[config.mk]
export PLATFORM = sky130hd
export DESIGN_NAME = axis_wait_burst
export DESIGN_NICKNAME = d
export VERILOG_FILES = /design/src/rtl/axis_wait_pkg.sv /design/src/rtl/axis_wait_burst_buf.sv /design/src/rtl/axis_wait_burst.sv
export SDC_FILE = /design/constraint.sdc
export NUM_CORES = 1
export LEC_CHECK = 0
export ABC_AREA = 0
export BUFFER_PORTS_ARGS = -buffer_cell sky130_fd_sc_hd__buf_4
export CORE_ASPECT_RATIO = 1.75
export CORE_MARGIN = 2
export CORE_UTILIZATION = 38
export DETAILED_ROUTE_END_ITERATION = 8
export HOLD_SLACK_MARGIN = 0.1
export PLACE_DENSITY = 0.65
export SETUP_SLACK_MARGIN = 0.3
export SLEW_MARGIN = 10
export SYNTH_ARGS = -nofsm -noshare
export SYNTH_HDL_FRONTEND = slang
export SYNTH_SLANG_ARGS = --single-unit
[constraint.sdc]
create_clock -name clk -period 7.1 [get_ports clk]
set_input_delay 0 -clock clk [delete_from_list [all_inputs] [get_ports clk]]
set_output_delay 0 -clock clk [all_outputs]
set_load 0.01 [all_outputs]
[src/rtl/axis_wait_pkg.sv]
// Shared types and helpers for the AXI-Stream burst wait stage.
package axis_wait_pkg;

  // Controller states: collect a burst, then release it downstream.
  typedef enum logic [1:0] {
    IDLE  = 2'd0,
    FILL  = 2'd1,
    DRAIN = 2'd2
  } state_t;

  // Width of a length field that must hold every value from 0 to depth.
  function automatic int calc_len_w(input int depth);
    return $clog2(depth + 1);
  endfunction

endpackage

[src/rtl/axis_wait_burst_buf.sv]
// Beat storage for one burst: synchronous write, combinational read.
// The data array has no reset; only written entries are ever read.
module wait_buf #(
  parameter int WIDTH = 32,
  parameter int DEPTH = 16,
  parameter int AW    = 4
) (
  input  logic             clk,
  input  logic             wr_en,
  input  logic [AW-1:0]    wr_addr,
  input  logic [WIDTH-1:0] wr_data,
  input  logic [AW-1:0]    rd_addr,
  output logic [WIDTH-1:0] rd_data
);

  logic [WIDTH-1:0] mem [DEPTH];

  // Store an accepted upstream beat at the current write slot.
  always_ff @(posedge clk) begin
    if (wr_en) begin
      mem[wr_addr] <= wr_data;
    end
  end

  assign rd_data = mem[rd_addr];

endmodule

[src/rtl/axis_wait_burst.sv]
// AXI-Stream wait stage: after a start command, captures cfg_len beats
// (1..DEPTH) and only then releases them downstream as one burst with
// m_last on the final beat and a done pulse after it.
//
// Handshake rules on both stream ports: a beat moves on a rising edge
// where valid && ready are both high. s_ready is a function of internal
// state only (never of s_valid). Once m_valid rises, m_data and m_valid
// stay constant until the beat is taken by m_ready.
module axis_wait_burst
  import axis_wait_pkg::*;
#(
  parameter int WIDTH = 32,
  parameter int DEPTH = 16,
  parameter int LEN_W = calc_len_w(DEPTH)
) (
  input  logic             clk,
  input  logic             rst,
  input  logic             ex_start,
  input  logic [LEN_W-1:0] cfg_len,
  output logic             startAck,
  output logic             err_len,
  input  logic [WIDTH-1:0] s_data,
  input  logic             s_valid,
  output logic             s_ready,
  output logic [WIDTH-1:0] m_data,
  output logic             m_valid,
  input  logic             m_ready,
  output logic             m_last,
  output logic             busy,
  output logic             done,
  output logic [1:0]       dbg_state
);

  localparam int AW = (DEPTH > 1) ? $clog2(DEPTH) : 1;
  localparam logic [LEN_W-1:0] DEPTH_L = LEN_W'(DEPTH);
  localparam logic [LEN_W-1:0] ONE_L   = LEN_W'(1);

  state_t           state_q;
  state_t           state_d;
  logic [LEN_W-1:0] len_q;
  logic [LEN_W-1:0] wr_ptr;
  logic [LEN_W-1:0] rd_ptr;
  logic             start_ack_q;
  logic             err_len_q;
  logic             done_q;
  logic             len_ok;
  logic             start_seen;
  logic             start_go;
  logic             s_fire;
  logic             m_fire;
  logic [WIDTH-1:0] rd_data;

  // A start is only looked at in IDLE, and not in the cycle done is high,
  // so a held-over request cannot chain into a new burst unnoticed.
  assign len_ok     = (cfg_len != '0) && (cfg_len <= DEPTH_L);
  assign start_seen = (state_q == IDLE) && ex_start && !done_q;
  assign start_go   = start_seen && len_ok;

  assign s_fire = s_valid && s_ready;
  assign m_fire = m_valid && m_ready;

  // State register; reset aborts any burst in progress.
  always_ff @(posedge clk or posedge rst) begin
    if (rst) begin
      state_q <= IDLE;
    end else begin
      state_q <= state_d;
    end
  end

  // Next-state and stream-side outputs, decoded from the current state.
  always_comb begin
    state_d = state_q;
    s_ready = 1'b0;
    m_valid = 1'b0;
    m_last  = 1'b0;
    m_data  = '0;
    case (state_q)
      IDLE: begin
        if (start_go) begin
          state_d = FILL;
        end
      end
      FILL: begin
        s_ready = (wr_ptr < len_q);
        if (s_valid && s_ready && (wr_ptr == len_q - ONE_L)) begin
          state_d = DRAIN;
        end
      end
      DRAIN: begin
        m_valid = 1'b1;
        m_data  = rd_data;
        m_last  = (rd_ptr == len_q - ONE_L);
        if (m_ready && m_last) begin
          state_d = IDLE;
        end
      end
      default: begin
        state_d = IDLE;
      end
    endcase
  end

  // Burst length and the write/read pointers into the beat buffer.
  always_ff @(posedge clk or posedge rst) begin
    if (rst) begin
      len_q  <= '0;
      wr_ptr <= '0;
      rd_ptr <= '0;
    end else begin
      if (start_go) begin
        len_q  <= cfg_len;
        wr_ptr <= '0;
        rd_ptr <= '0;
      end else begin
        if (s_fire) begin
          wr_ptr <= wr_ptr + ONE_L;
        end
        if (m_fire) begin
          rd_ptr <= rd_ptr + ONE_L;
        end
      end
    end
  end

  // One-cycle status pulses, each registered one cycle after its cause.
  always_ff @(posedge clk or posedge rst) begin
    if (rst) begin
      start_ack_q <= 1'b0;
      err_len_q   <= 1'b0;
      done_q      <= 1'b0;
    end else begin
      start_ack_q <= start_go;
      err_len_q   <= start_seen && !len_ok;
      done_q      <= m_fire && m_last;
    end
  end

  assign startAck  = start_ack_q;
  assign err_len   = err_len_q;
  assign done      = done_q;
  assign busy      = (state_q != IDLE);
  assign dbg_state = state_q;

  wait_buf #(
    .WIDTH (WIDTH),
    .DEPTH (DEPTH),
    .AW    (AW)
  ) u_buf (
    .clk     (clk),
    .wr_en   (s_fire),
    .wr_addr (wr_ptr[AW-1:0]),
    .wr_data (s_data),
    .rd_addr (rd_ptr[AW-1:0]),
    .rd_data (rd_data)
  );

endmodule

# Word level (Yosys, flattened, before mapping)
# Memories as Yosys holds them, arrays and structs flattened.
# Cells that the tools add are included.
[totals] regBits=20 latchBits=0 ram_bits=512 romBits=0 in_bits=42 out_inout_bits=41 wordCells=53 memories=1
[classes] add_sub_neg=3 mul=0 div=0 order_cmp=2 n_eq_ne=7 shift=0 muxes=14 n_bitwise=0 reduce_logical=19
[mem_list] name="u_buf.mem" words=16 word_bits=32 read_ports=1 rd_ports_with_merged_regs=0 wr=1 line_no="axis_wait_burst_buf.sv:16" rtl="logic [WIDTH-1:0] mem [DEPTH];"
[ops] op="$mux 32" count=1
[ops] op="$mux 5" count=4
[ops] op="$logic_and 1x1->1" count=11
[ops] op="$add 5x1->5 const B" count=2
[ops] op="$eq 5x5->1" count=2
[ops] op="$mux 2" count=3
[ops] op="$ne 2x2->1 const B" count=3
[ops] op="$pmux 2 s3" count=1
[ops] op="$reduce_bool 2->1" count=3
[ops] op="$le 5x5->1 const B" count=1
[ops] op="$lt 5x5->1" count=1
[ops] op="$mux 1" count=5
[ops] op="$reduce_bool 5->1" count=1
[ops] op="$sub 5x1->5 const B" count=1
[ops] op="$reduce_and 3->1" count=1
[ops] op="$eq 2x1->1 const B" count=1
[ops] op="$eq 2x2->1 const B" count=1
[ops] op="$logic_not 1->1" count=2
[ops] op="$logic_not 2->1" count=1

# Longest topological paths before layout
[depth] ltp_word=6 mapped_depth=10 mapped_depth_nobuf=7

# Cells and area by module
# A second synthesis with hierarchy kept.
[unflattened] hier_cells=962 hier_area_um2=20686.1
[modules_own_cells] mod="wait_buf" instances=1 cells_each=806 area_each_um2=19213.4 seq_area_each_um2=15374.7
[modules_own_cells] mod="axis_wait_burst" instances=1 cells_each=156 area_each_um2=1472.7 seq_area_each_um2=500.5

# Worst setup path after synthesis
# No wires, ideal clock.
[synth_timing] path_kind="register to register" startpoint="register len_q[4]" endpoint="memory u_buf.mem[15][0], enable pin" setup_time_ns=0.520 t_arrival_ns=4.684 required_time_ns=6.580 slack_ns=1.897 path_stages_with_launch=7 n_path_buf=1 synth_period_minus_slack_ns=5.203 cell_sequence="dfrtp_1 -> clkbuf_1 -> inv_1 -> ha_1 -> nor2b_1 -> nor2b_1 -> nor4b_1"
[synth_between] elab_chain_cells=5
[synth_rtl] element="start, declared" line_no="axis_wait_burst.sv:40" rtl="logic [LEN_W-1:0] len_q;"
[synth_rtl] element="start signal, assigned" line_no="axis_wait_burst.sv:112" rtl="len_q <= cfg_len;"
[synth_rtl] element="$lt 5x5->1" line_no="axis_wait_burst.sv:85" rtl="s_ready = (wr_ptr < len_q);"
[synth_rtl] element="$mux 1" line_no="axis_wait_burst.sv:78" rtl="case (state_q)"
[synth_rtl] element="$logic_and 1x1->1" line_no="axis_wait_burst.sv:59" rtl="assign s_fire = s_valid && s_ready;"
[synth_rtl] element="$mux 1" line_no="axis_wait_burst_buf.sv:20" rtl="if (wr_en) begin"
[synth_rtl] element="$mux 1 (implied by the code)" line_no="axis_wait_burst_buf.sv:21" rtl="mem[wr_addr] <= wr_data;"
[synth_rtl] element="end, declared" line_no="axis_wait_burst_buf.sv:16"
# Every way passes these cells.

# Final worst setup path
[layout_timing] startpoint="register rd_ptr[0]" endpoint="output m_data[6]"
[layout_between] elab_chain_cells=2
[layout_rtl] element="start, declared" line_no="axis_wait_burst.sv:42" rtl="logic [LEN_W-1:0] rd_ptr;"
[layout_rtl] element="start signal, assigned" line_no="axis_wait_burst.sv:120" rtl="rd_ptr <= rd_ptr + ONE_L;"
[layout_rtl] element="$mem_v2 16x32"
[layout_rtl] element="$mux 32" line_no="axis_wait_burst.sv:78"
[layout_rtl] element="end, declared" line_no="axis_wait_burst.sv:25" rtl="output logic [WIDTH-1:0] m_data,"
# Every way passes these cells.

==> metrics.md <==
| Metric | Value |
|---|---|
| Run status | complete, no violations |
| Post-synth cell types | 40 |
| Clk_skew | between 20 and 30 ps |
| Relative slew slack | 25.1% |
| Wire length per cell | 25.2 um |
| Max-slew violation count | 0 |
| Sum of negative setup slack | 0 ps |
| Vias per cell | 5.35 |
| Max VDD drop | around 170 uV |
| Hold Vio Cnt, Final | 0 |
| Drt pass-1 iters | 4 |
| PD cells | between 300 and 400 nW/um2 |
| Die W | ~180 um |
| DRC viols | 0 |
| Diode count | 0 |
| Clock Latency Late Sink | roughly 570 ps |
| H-tree depth | 2 |
| Setup bufs post-CTS | 0 |
| P&R area growth vs syn | 16.0% |
| Vias in the first global route | 10.2k |
| Actual slew at the worst max-slew pin | 1120 ps |
| Share of cells above drive strength 1 | about a third |
| Worst setup EP type | output pin |
| Gr usage total | 15.9% |
| Max FO, Critical Path | 44 |
| Core region area | 54300 um2 |
| Die ar. | approximately 57000 um2 |
| Seq/Total Area, Yosys | 76.2% |
| Antenna Nets Post-Route | 0 |
| Dominant cells by area after synthesis | edfxtp_1 74%, mux4_2 17%, dfrtp_1 2.4% |
| Final wirelength | 44500 um |
| Layout Nets | about 1.1k |
| CTS Buf Count | 44 |
| Required time worst endpoint | slightly above 7000 ps |
| Clock sink total | ~530 |
| Internal cell power | ~5.8 mW |
| Sw Share | 24.2% |
| Syn avg cell area | 23.2 um2 |
| Starting density of the core | 38.4% |
| Warnings, synthesis | 0 |
| Fmax | 257 MHz |
| Fin crit share | 54.8% |
| # rows | 113 |
| Clock Power Share | 33.1% |
| Cell area after layout | 24200 um2 |
| Top_reg_cell synth | edfxtp_1 |
| CTS root buffer | clkbuf_16 |
| DRT iter0 DRCs | 751 |
| Syn nets | about 950 |
| Clk slew on worst S/H paths | 70 ps |
| Min Clock Period, post-route | 3890 ps |
| Via count | 9456 |
| Async set or reset register ratio after synthesis | 3.76% |
| Sw power | 1.84 mW |
| Placed Area | 22300 um2 |
| Crit path launch | rd_ptr[0]$_DFFE_PP0P_ |
| CTS tree | done |
| Post-Syn Area | 20800 um2 |
| CP startpoint kind | flop |
| Global-route wire length before repair | 66000 um |
| Pin count of the biggest net entering global routing | 73 |
| HP Class | primary input to async pin |
| Post-synth EDFFs | 512 |
| Die Span Y | 314 um |
| Leakage | 7.62 nW |
| Gate Count Post-Synth | ~900 |
| Post-DP HPWL | about 22000 um |
| Finish-stage setup viols | 0 |
| RSZ-0062 raised after global routing | false |
| Flops & latches, synth | 532 |
| Antenna violations before repair | 0 |
| Share of the synthesized area in the top cell type | roughly 74% |
| Comb power frac | 16.8% |
| Setup CP Type | flop to output pin |
| Critical Path AT | a little under 4000 ps |
| Ports | 83 |
| Final GP Congestion | 0.750 |
| Fillcell total | about 4.6k |
| Gr ovfl total | 0 |
| Cell taking the most area after synthesis | edfxtp_1 |
| FF-to-FF Start | len_q[3]$_DFFE_PP0P_ |
| Sequential Power Share | between 50% and 60% |
| CTS max path bufs | 3 |
| Port bufs | a little over 80 |
| Maximum Capacitance Violations | 0 |
-- cell usage after synthesis (all sizes together) (3+ instances only) --
| cell type | number |
|---|---|
| nor3 | 3 |
| clkbuf | 28 |
| nor2b | 7 |
| xnor2 | 16 |
| a21oi | 4 |
| inv | 9 |
| xor2 | 5 |
| mux2 | 5 |
| nand2 | 7 |
| and3 | 14 |
| nand2b | 3 |
| nand4 | 3 |
| nor4 | 3 |
| edfxtp | 512 |
| ha | 11 |
| nor2 | 12 |
| nand3 | 4 |
| mux4 | 160 |
| buf | 19 |
| and2 | 34 |
| dfrtp | 20 |
-- power by group through the flow --
stage	logic, mW	clock network, mW	registers [mW]
after floorplan	1.01	0	3.79
after global placement	1.26	0	3.87
after detailed placement	1.28	0	3.89
after CTS	1.30	2.57	3.82
after global routing	1.38	2.67	3.84
final	1.28	2.51	3.81
-- critical path, stage by stage (launching register included) --
cell and delay, ps:
dfrtp_4 980, buf_4 830, mux4_2 610, mux4_2 530
and2_1 180, buf_4 140
-- path summary, 6_finish.rpt --
path | depth (start not counted) | slack, ps | endpoint
max | 5 | 3210 | m_data[6]
max reg2reg | 7 | 3900 | u_buf.mem[0][26]$_DFFE_PP_
max in group asynchronous | 3 | 6330 | rd_ptr[1]$_DFFE_PP0P_
min in group clk | 3 | 210 | len_q[2]$_DFFE_PP0P_
min | 3 | 170 | wr_ptr[2]$_DFFE_PP0P_
min reg2reg | 1 | 550 | len_q[1]$_DFFE_PP0P_
-- per-layer routing --
| layer | wire (um) | share of wire [%] | global-route usage [%] |
|---|---|---|---|
| met1 | 17600 | 39 | 19.6 |
| met2 | 23800 | 53 | 28.8 |
| met3 | 1900 | 4.3 | 2.00 |
| met4 | 1320 | 3.0 | 5.69 |
| met5 | 0 | 0 | 0 |
-- logic make-up after synthesis --
group	Yosys count	share of synthesized area [%]
AOI/OAI and AO/OA	15	0.505
xor gates and xnor gates	21	0.883
adders and majority gates	11	0.661
buffers and inverters	57	1.42
DFF	532	76.2
muxes	165	17.6
and+or+nand+nor	97	2.70
-- layout make-up --
type	count	area [um2]	area share (%)
Tap cell	690	863	3.57
Clock buffer	53	1170	4.83
Timing Repair Buffer	147	1210	4.99
Sequential cell	532	15900	65.8
Multi-Input combinational cell	309	4680	19.4
Inverter	10	37.5	0.155
Clock inverter	26	313	1.29
-- through the flow --
| stage | setup slack, ps | util [%] | hold slack [ps] | power (mW) | instances |
|---|---|---|---|---|---|
| after floorplan | 1900 | - | -36.2 | 4.81 | 898 |
| after global routing | 2940 | 44.5 | 206 | 7.89 | 1767 |
| after detailed placement | 3720 | 41.0 | 208 | 5.16 | 1647 |
| final | 3210 | 44.5 | 165 | 7.60 | 1767 |
| after global placement | 3710 | 41.0 | 197 | 5.14 | 1647 |
| after CTS | 3070 | 44.5 | 150 | 7.69 | 1767 |
-- state kept, by name, summed over array words and instances (netlist names) --
signal	cells
dbg_state	2
len_q	5
startAck	1
done	1
u_buf.mem	512
wr_ptr	5
rd_ptr	5
err_len	1
-- layout by cell type (no fill, tap or decap), types with 6 or more instances in the layout --
cell           instances
edfxtp_1             512
mux4_2               160
buf_4                106
clkbuf_16             45
dlygate4sd3_1         41
and2_1                34
xnor2_1               16
dfrtp_1               16
and3_2                13
nor2_1                12
ha_1                  11
clkinv_2               9
clkinv_1               8
inv_1                  8
nand2_1                7
bufinv_16              7
clkbuf_1               7
nor2b_1                6
-- timing repair --
action / CTS / global route
endpoints found under the hold margin: 552 / 0
gates resized for setup: 0 / 0
hold buffers: 41 / 0
No activity file was read; power rests on OpenSTA's default activity.
